`src/rtl/minterm_pkg.sv`:
```
// Shared types and helpers for the minterm sweeper: state encoding,
// table-depth helper and the saturating counter increment.
package minterm_pkg;

  typedef enum logic [1:0] {
    IDLE  = 2'b00,
    SWEEP = 2'b01,
    DONE  = 2'b10
  } state_t;

  localparam int unsigned DEFAULT_N   = 3;
  localparam int unsigned TABLE_DEPTH = 1 << DEFAULT_N;

  function automatic int unsigned table_depth(input int unsigned n);
    return 32'd1 << n;
  endfunction

  // Increment that sticks at the all-ones value of a counter 'width' bits wide.
  function automatic logic [31:0] sat_inc(input logic [31:0] val, input int unsigned width);
    logic [31:0] max_val;
    max_val = (width >= 32) ? 32'hFFFF_FFFF : ((32'd1 << width) - 32'd1);
    return (val >= max_val) ? max_val : val + 32'd1;
  endfunction

endpackage

```
`src/rtl/minterm_sweeper_term_lookup.sv`:
```
// Combinational truth-table lookup: SoP and PoS values of both programmed
// functions at one input combination.
module term_lookup
  import minterm_pkg::*;
#(
  parameter int unsigned N = 3
) (
  input  logic [N-1:0]              idx,
  input  logic [table_depth(N)-1:0] sop_mask,
  input  logic [table_depth(N)-1:0] pos_mask,
  output logic                      sop,
  output logic                      pos,
  output logic                      mismatch
);

  // A present maxterm forces the PoS product to 0 at that index.
  assign sop      = sop_mask[idx];
  assign pos      = ~pos_mask[idx];
  assign mismatch = sop ^ pos;

endmodule

```
`src/rtl/minterm_sweeper.sv`:
```
// Sweeps all 2^N input combinations through programmable SoP/PoS masks,
// streams both values per beat and counts disagreements.
//
//   state | meaning
//   IDLE  | waiting for start; masks may be loaded
//   SWEEP | one index issued per cycle, beats registered one cycle later
//   DONE  | single-shot sweep finished; err_count/equiv held
module minterm_sweeper
  import minterm_pkg::*;
#(
  parameter int unsigned N     = 3,
  parameter int unsigned CNT_W = 8
) (
  input  logic                      clk,
  input  logic                      reset,
  input  logic                      load,
  input  logic [table_depth(N)-1:0] sop_mask,
  input  logic [table_depth(N)-1:0] pos_mask,
  input  logic                      start,
  input  logic                      stop,
  input  logic                      loop,
  output logic                      busy,
  output logic                      out_valid,
  output logic [N-1:0]              out_idx,
  output logic                      sop_out,
  output logic                      pos_out,
  output logic                      mismatch,
  output logic                      last,
  output logic [CNT_W-1:0]          err_count,
  output logic                      done,
  output logic                      equiv
);

  localparam int unsigned   DEPTH   = table_depth(N);
  localparam logic [N-1:0]  IDX_MAX = N'(DEPTH - 1);

  state_t             state_q, state_d;
  logic [N-1:0]       idx_q, idx_d;
  logic [DEPTH-1:0]   sop_q, pos_q;
  logic               loop_q;
  logic               load_en, start_en, beat_en;
  logic               lk_sop, lk_pos, lk_mis;

  term_lookup #(.N(N)) u_lookup (
    .idx      (idx_q),
    .sop_mask (sop_q),
    .pos_mask (pos_q),
    .sop      (lk_sop),
    .pos      (lk_pos),
    .mismatch (lk_mis)
  );

  always_ff @(posedge clk or posedge reset) begin
    if (reset) begin
      state_q <= IDLE;
    end else begin
      state_q <= state_d;
    end
  end

  always_comb begin
    state_d  = state_q;
    idx_d    = idx_q;
    load_en  = 1'b0;
    start_en = 1'b0;
    beat_en  = 1'b0;
    case (state_q)
      IDLE, DONE: begin
        load_en = load;
        if (start) begin
          state_d  = SWEEP;
          start_en = 1'b1;
          idx_d    = '0;
        end
      end
      SWEEP: begin
        // stop drops the beat that would have been registered at this edge
        if (stop) begin
          state_d = IDLE;
        end else begin
          beat_en = 1'b1;
          if (idx_q == IDX_MAX) begin
            idx_d = '0;
            if (!loop_q) state_d = DONE;
          end else begin
            idx_d = idx_q + N'(1);
          end
        end
      end
      default: state_d = IDLE;
    endcase
  end

  always_ff @(posedge clk or posedge reset) begin
    if (reset) begin
      idx_q     <= '0;
      sop_q     <= '0;
      pos_q     <= '0;
      loop_q    <= 1'b0;
      out_valid <= 1'b0;
      out_idx   <= '0;
      sop_out   <= 1'b0;
      pos_out   <= 1'b0;
      mismatch  <= 1'b0;
      last      <= 1'b0;
      err_count <= '0;
    end else begin
      idx_q     <= idx_d;
      out_valid <= beat_en;
      if (load_en) begin
        sop_q <= sop_mask;
        pos_q <= pos_mask;
      end
      if (start_en) begin
        loop_q    <= loop;
        err_count <= '0;
      end
      if (beat_en) begin
        out_idx  <= idx_q;
        sop_out  <= lk_sop;
        pos_out  <= lk_pos;
        mismatch <= lk_mis;
        last     <= (idx_q == IDX_MAX);
        if (lk_mis) err_count <= CNT_W'(sat_inc(32'(err_count), CNT_W));
      end
    end
  end

  assign busy  = (state_q == SWEEP);
  assign done  = (state_q == DONE);
  assign equiv = done && (err_count == '0);

endmodule

```
`config.mk`:
```
export PLATFORM = sky130hd
export DESIGN_NAME = minterm_sweeper
export DESIGN_NICKNAME = d
export VERILOG_FILES = /design/src/rtl/minterm_pkg.sv /design/src/rtl/minterm_sweeper_term_lookup.sv /design/src/rtl/minterm_sweeper.sv
export SDC_FILE = /design/constraint.sdc
export NUM_CORES = 1
export LEC_CHECK = 0
export ABC_AREA = 1
export BUFFER_PORTS_ARGS = -buffer_cell sky130_fd_sc_hd__buf_4
export CORE_ASPECT_RATIO = 1.1
export CORE_MARGIN = 2
export CORE_UTILIZATION = 45
export DETAILED_ROUTE_END_ITERATION = 10
export GPL_TIMING_DRIVEN = 0
export PLACE_DENSITY_LB_ADDON = 0.08
export SYNTH_ARGS = -nofsm -noshare
export SYNTH_HDL_FRONTEND = slang
export SYNTH_HIERARCHICAL = 1
export SYNTH_SLANG_ARGS = --single-unit
export TNS_END_PERCENT = 10
```
`constraint.sdc`:
```
create_clock -name clk -period 2.3 [get_ports clk]
set_input_delay 0.46 -clock clk [delete_from_list [all_inputs] [get_ports clk]]
set_output_delay 0.46 -clock clk [all_outputs]
set_load 0.05 [all_outputs]
```
-- Word-level counts from Yosys, hierarchy flattened
Cells that the tools add are included.
- register bits: 38
- bits of input ports: 22
- output and inout bits: 19
- $add $sub $neg: 2
- magnitude comparators: 2
- equal/unequal tests: 7
- mux-type cells: 22
- bitwise logic cells: 2
- reductions and logical operators: 7
- operators with widths (cell ; number):
    8-bit two-way mux ; 4
    3-bit two-way mux ; 3
    8-bit by 1-bit adder with 8-bit output, second input constant ; 1
    8-bit >= comparator, second input constant ; 1
    8-bit zero test ; 1
    2-bit two-way mux ; 4
    1-bit two-way mux ; 7
    1-bit binary-select mux with 3-bit select ; 2
    3-bit case mux with 2 select lines ; 1
    3-bit AND reduction ; 2
    3-bit by 4-bit less-than comparator with 1-bit output, second input constant ; 1
    2-bit inequality test, second input constant ; 2
    2-bit case mux with 2 select lines ; 1
    3-bit by 1-bit adder with 3-bit output, second input constant ; 1
    3-bit equality test, second input constant ; 1
    3-bit by 2-bit inequality test with 1-bit output, second input constant ; 1
    3-bit inequality test, second input constant ; 1
    2-bit by 1-bit equality test with 1-bit output, second input constant ; 1
    2-bit equality test, second input constant ; 1
    2-bit zero test ; 1
    2-bit nonzero test ; 1
    2-bit OR reduction ; 1
    1-bit logical AND ; 1
    1-bit NOT ; 1
    1-bit bitwise XOR ; 1

-- Logic depth before layout (Yosys ltp)
- word-level depth: 6
- gate-level depth with buffers: 14

-- Cells and area by module
Netlist, hierarchy kept.
- modules (own cells, without submodules) (module ; times used ; cells an instance ; area an instance (µm²) ; sequential area each (µm²)):
    minterm_sweeper ; 1 ; 182 ; 1843.0 ; 950.9
    term_lookup ; 1 ; 63 ; 271.5 ; 0.0

-- Worst setup path after synthesis
OpenSTA, ideal clock, no wires.
- path kind: register -> output
- from: register state_q[1]
- to: output equiv
- arrival: 2.361 ns
- slack: -0.521 ns
- stages on the path, launching flop included: 5
- path buffers: 0
- cell sequence: dfrtp_1 > inv_2 > nor2_1 > nand4_1 > nor3_1
- word-level cells in the longest chain between the ends: 2
- RTL lines (what ; line ; text):
    from (decl) ; minterm_sweeper.sv:37 ; state_t state_q, state_d;
    from (signal assigned) ; minterm_sweeper.sv:57 ; state_q <= state_d;
    2-bit equality test ; minterm_sweeper.sv:130 ; assign done = (state_q == DONE);
    named net done ; minterm_sweeper.sv:30 ; output logic done,
    1-bit logical AND ; minterm_sweeper.sv:131 ; assign equiv = done && (err_count == '0);
    to (decl) ; minterm_sweeper.sv:31 ; output logic equiv
The timed path passes the listed nets, and every way through them passes these cells.

-- Worst setup path after layout
- from: register err_count[0]
- to: output equiv
- word-level cells in the longest chain between the ends: 2
- RTL lines (what ; line ; text):
    from (decl) ; minterm_sweeper.sv:29 ; output logic [CNT_W-1:0] err_count,
    from (signal assigned) ; minterm_sweeper.sv:124 ; if (lk_mis) err_count <= CNT_W'(sat_inc(32'(err_count), CNT_W));
    8-bit zero test ; minterm_sweeper.sv:131 ;
    1-bit logical AND ; minterm_sweeper.sv:131 ;
Every way passes these cells.

==> flow_metrics.tcl <==
set metrics [dict create \
    synth_top_family_by_area "simple AND/OR/NAND/NOR gates" \
    synth_cells 245 \
    grt-ovfl-total 0 \
    cts_resized 0 \
    num_rows 26 \
    period_share_pct 82.5 \
    cp.required_ns 1.84 \
    setup_violations 0 \
    ys_ff_latch 38 \
    worstMarginPinSlew_ns 0.794 \
    powerDensity_nw_per_um2 1020 \
    synthAdderAreaFrac_pct 2.37 \
    yosysUniqueCellTypes 26 \
    die_w_um 69.4 \
    synthMuxAreaShare_pct 10.3 \
    layout-drive-gt1-share_pct 32.0 \
    slew_viol_final 0 \
    antenna_found_initial 0 \
    fmax_ghz 0.527 \
    routed_via_density 4.86 \
    h-tree-depth 2 \
    layout.cells.non_filler 347 \
    cts_tree "yes" \
    status "completed" \
    yosys_warnings 6 \
    synth_xor_area_share_pct 0.414 \
    crit_path_end_kind "primary output" \
    clk_pin_slew_worst_paths_ns 0.07 \
    synthesis.area_um2 2110 \
    placeableCoreArea_um2 4590 \
    postRouteAntennaNets 0 \
    port_buffers 40 \
    finalNetCount 318 \
    synthFlopType "dfrtp_1" \
    routed_wl_um 4130 \
    synth-seq-area-share_pct 45.0 \
    synth_compound_area_share_pct 4.14 \
    reg2reg_from "idx_q[0]" \
    drcViolationCount 0 \
    post-route-min-period_ns 1.90 \
    synth-async-reset-ratio_pct 100 \
    routabilityCongestion 0.813 \
    grt_start_max_net_pins 39 \
    avgSynthCellArea_um2 8.63 \
    placed_cells 341 \
    syn_nets 271 \
    cts.sinks 38 \
    cts_made_buffers 5 \
    crit_path_start "err_count[0]" \
    dr.first_iter.drc_count 64 \
    synth_edf_count 0 \
    io_pins 41 \
    clockBufferDepth 2 \
    grtUsageTotal_pct 16.9 \
    crit_path_max_fanout 6 \
    grt_setup_unrepaired "false" \
    dp_slack_ns 0.648 \
    grt_pass1_wl_um 7090 \
    dr.pass1.iters 4 \
    startpoint_type "flip-flop" \
    critical_path_class "flip-flop to primary output" \
    first_global_vias 1534 \
    num_vias 1688 \
    clock-root-buffer "clkbuf_8" \
    dp_hpwl_um 3030 \
    stdcell_area_um2 2570 \
    relSlewSlack_pct 47.0 \
    start_util_pct 46.1 \
    hold_buffers 0 \
    die_y_um 75.9 \
    peakVddDrop_mv 0.400 \
    placed_area_um2 2490 \
    insertion_delay_ns 0.28 \
    fin_ws_ns 0.402 \
    p_leak_nw 1.42 \
    n_antenna_cell 0 \
    max-cap-violations 0 \
    synth-simple-area-share_pct 28.3 \
    hold_viol 0 \
    finalSetupTns_ns 0 \
    wl_per_cell_um 11.9 \
    area_growth_pct 21.8 \
    dieArea_um2 5260 \
    hold_path_class "primary input to asynchronous set/reset pin" \
    post_cts_buffers 0 \
    fin_skew_ns 0.00319 \
    arrival_ns 1.44 \
]
==> stage by stage <==
step	hold slack (ns)	util (%)	power, W
after floorplan	0.437	-	0.00189
after global placement	0.460	54.3	0.00217
after detailed placement	0.466	54.3	0.00219
after CTS	0.362	56.1	0.00265
after global routing	0.366	56.1	0.00281
final	0.331	56.1	0.00262
==> logic make-up (layout without fill, tap and decap cells) <==
kind of cell	after synthesis	count (layout)
buf+inv	43	89
fa+ha+maj	4	4
mux	16	16
flops	38	38
simple gates	129	129
xor+xnor	1	1
compound gates	14	14
==> critical path: stages (launching register included) <==
cell and delay (ns):
dfrtp_1 0.44, inv_1 0.10, ha_1 0.16, nand4_1 0.11, nor3_2 0.12, buf_4 0.22
==> final timing paths <==
| path | endpoint | slack, ns | cells after the start |
|---|---|---|---|
| max in group asynchronous | mismatch | 1.46 | 2 |
| worst max-delay path | equiv | 0.40 | 5 |
| worst max register to register | err_count[0] | 0.66 | 13 |
| worst min-delay path | sop_q[6] | 0.33 | 2 |
| min in group clk | out_valid | 0.37 | 2 |
| worst min register to register | loop_q | 0.48 | 2 |
==> synthesized netlist by cell type (6+ instances only) <==
library cell | number | area [um2]
nand3_1 | 28 | 140
nand2_1 | 69 | 259
inv_1 | 33 | 124
mux2_2 | 6 | 67.6
dfrtp_1 | 38 | 951
o21ai_0 | 7 | 35.0
nor2_1 | 12 | 45.0
nand2_2 | 7 | 43.8
mux2_4 | 10 | 150
==> power by group <==
group	switching [W]	internal, W	total (W)
Sequential	0.000134	0.000837	0.000971
Combinational	0.000749	0.000448	0.00120
Clock	0.000223	0.000231	0.000454
==> layer usage <==
layer	wire length (um)	global-route usage, %
met1	2010	22.0
met2	1910	28.2
met3	150	3.97
met4	60	5.88
met5	0	0
==> cells in the final DEF (no fill, tap or decap) <==
cell type	instances
o21ai_2	4
nand2_2	7
clkbuf_8	6
o21ai_0	7
ha_1	4
nor2_2	2
nand4_1	4
nor2_1	11
inv_6	1
nand2_1	69
xor2_1	1
inv_1	32
o21bai_1	1
dfrtp_1	38
buf_8	1
or2_1	1
nor2_4	2
clkinv_4	1
mux2_4	10
buf_6	2
inv_2	5
nand2_4	4
buf_4	41
mux2_2	6
nand3_1	28
a21oi_1	2
nor3_2	1
==> layout make-up <==
type	instances	area (um2)
fillers	444	2010
multi-input cells	164	970
flip-flops and latches	38	951
repair buffers	40	300
inverters	39	156
clock buffers	6	82.6
well taps	56	70.1
plain buffers	4	45.0
==> sequential cells by signal, summed over array words and instances, names as in the netlist <==
register,count
err_count,8
pos_q,8
loop_q,1
state_q,2
mismatch,1
last,1
out_valid,1
pos_out,1
sop_q,8
sop_out,1
idx_q,3
out_idx,3
No activity file was read; power rests on OpenSTA's default activity.
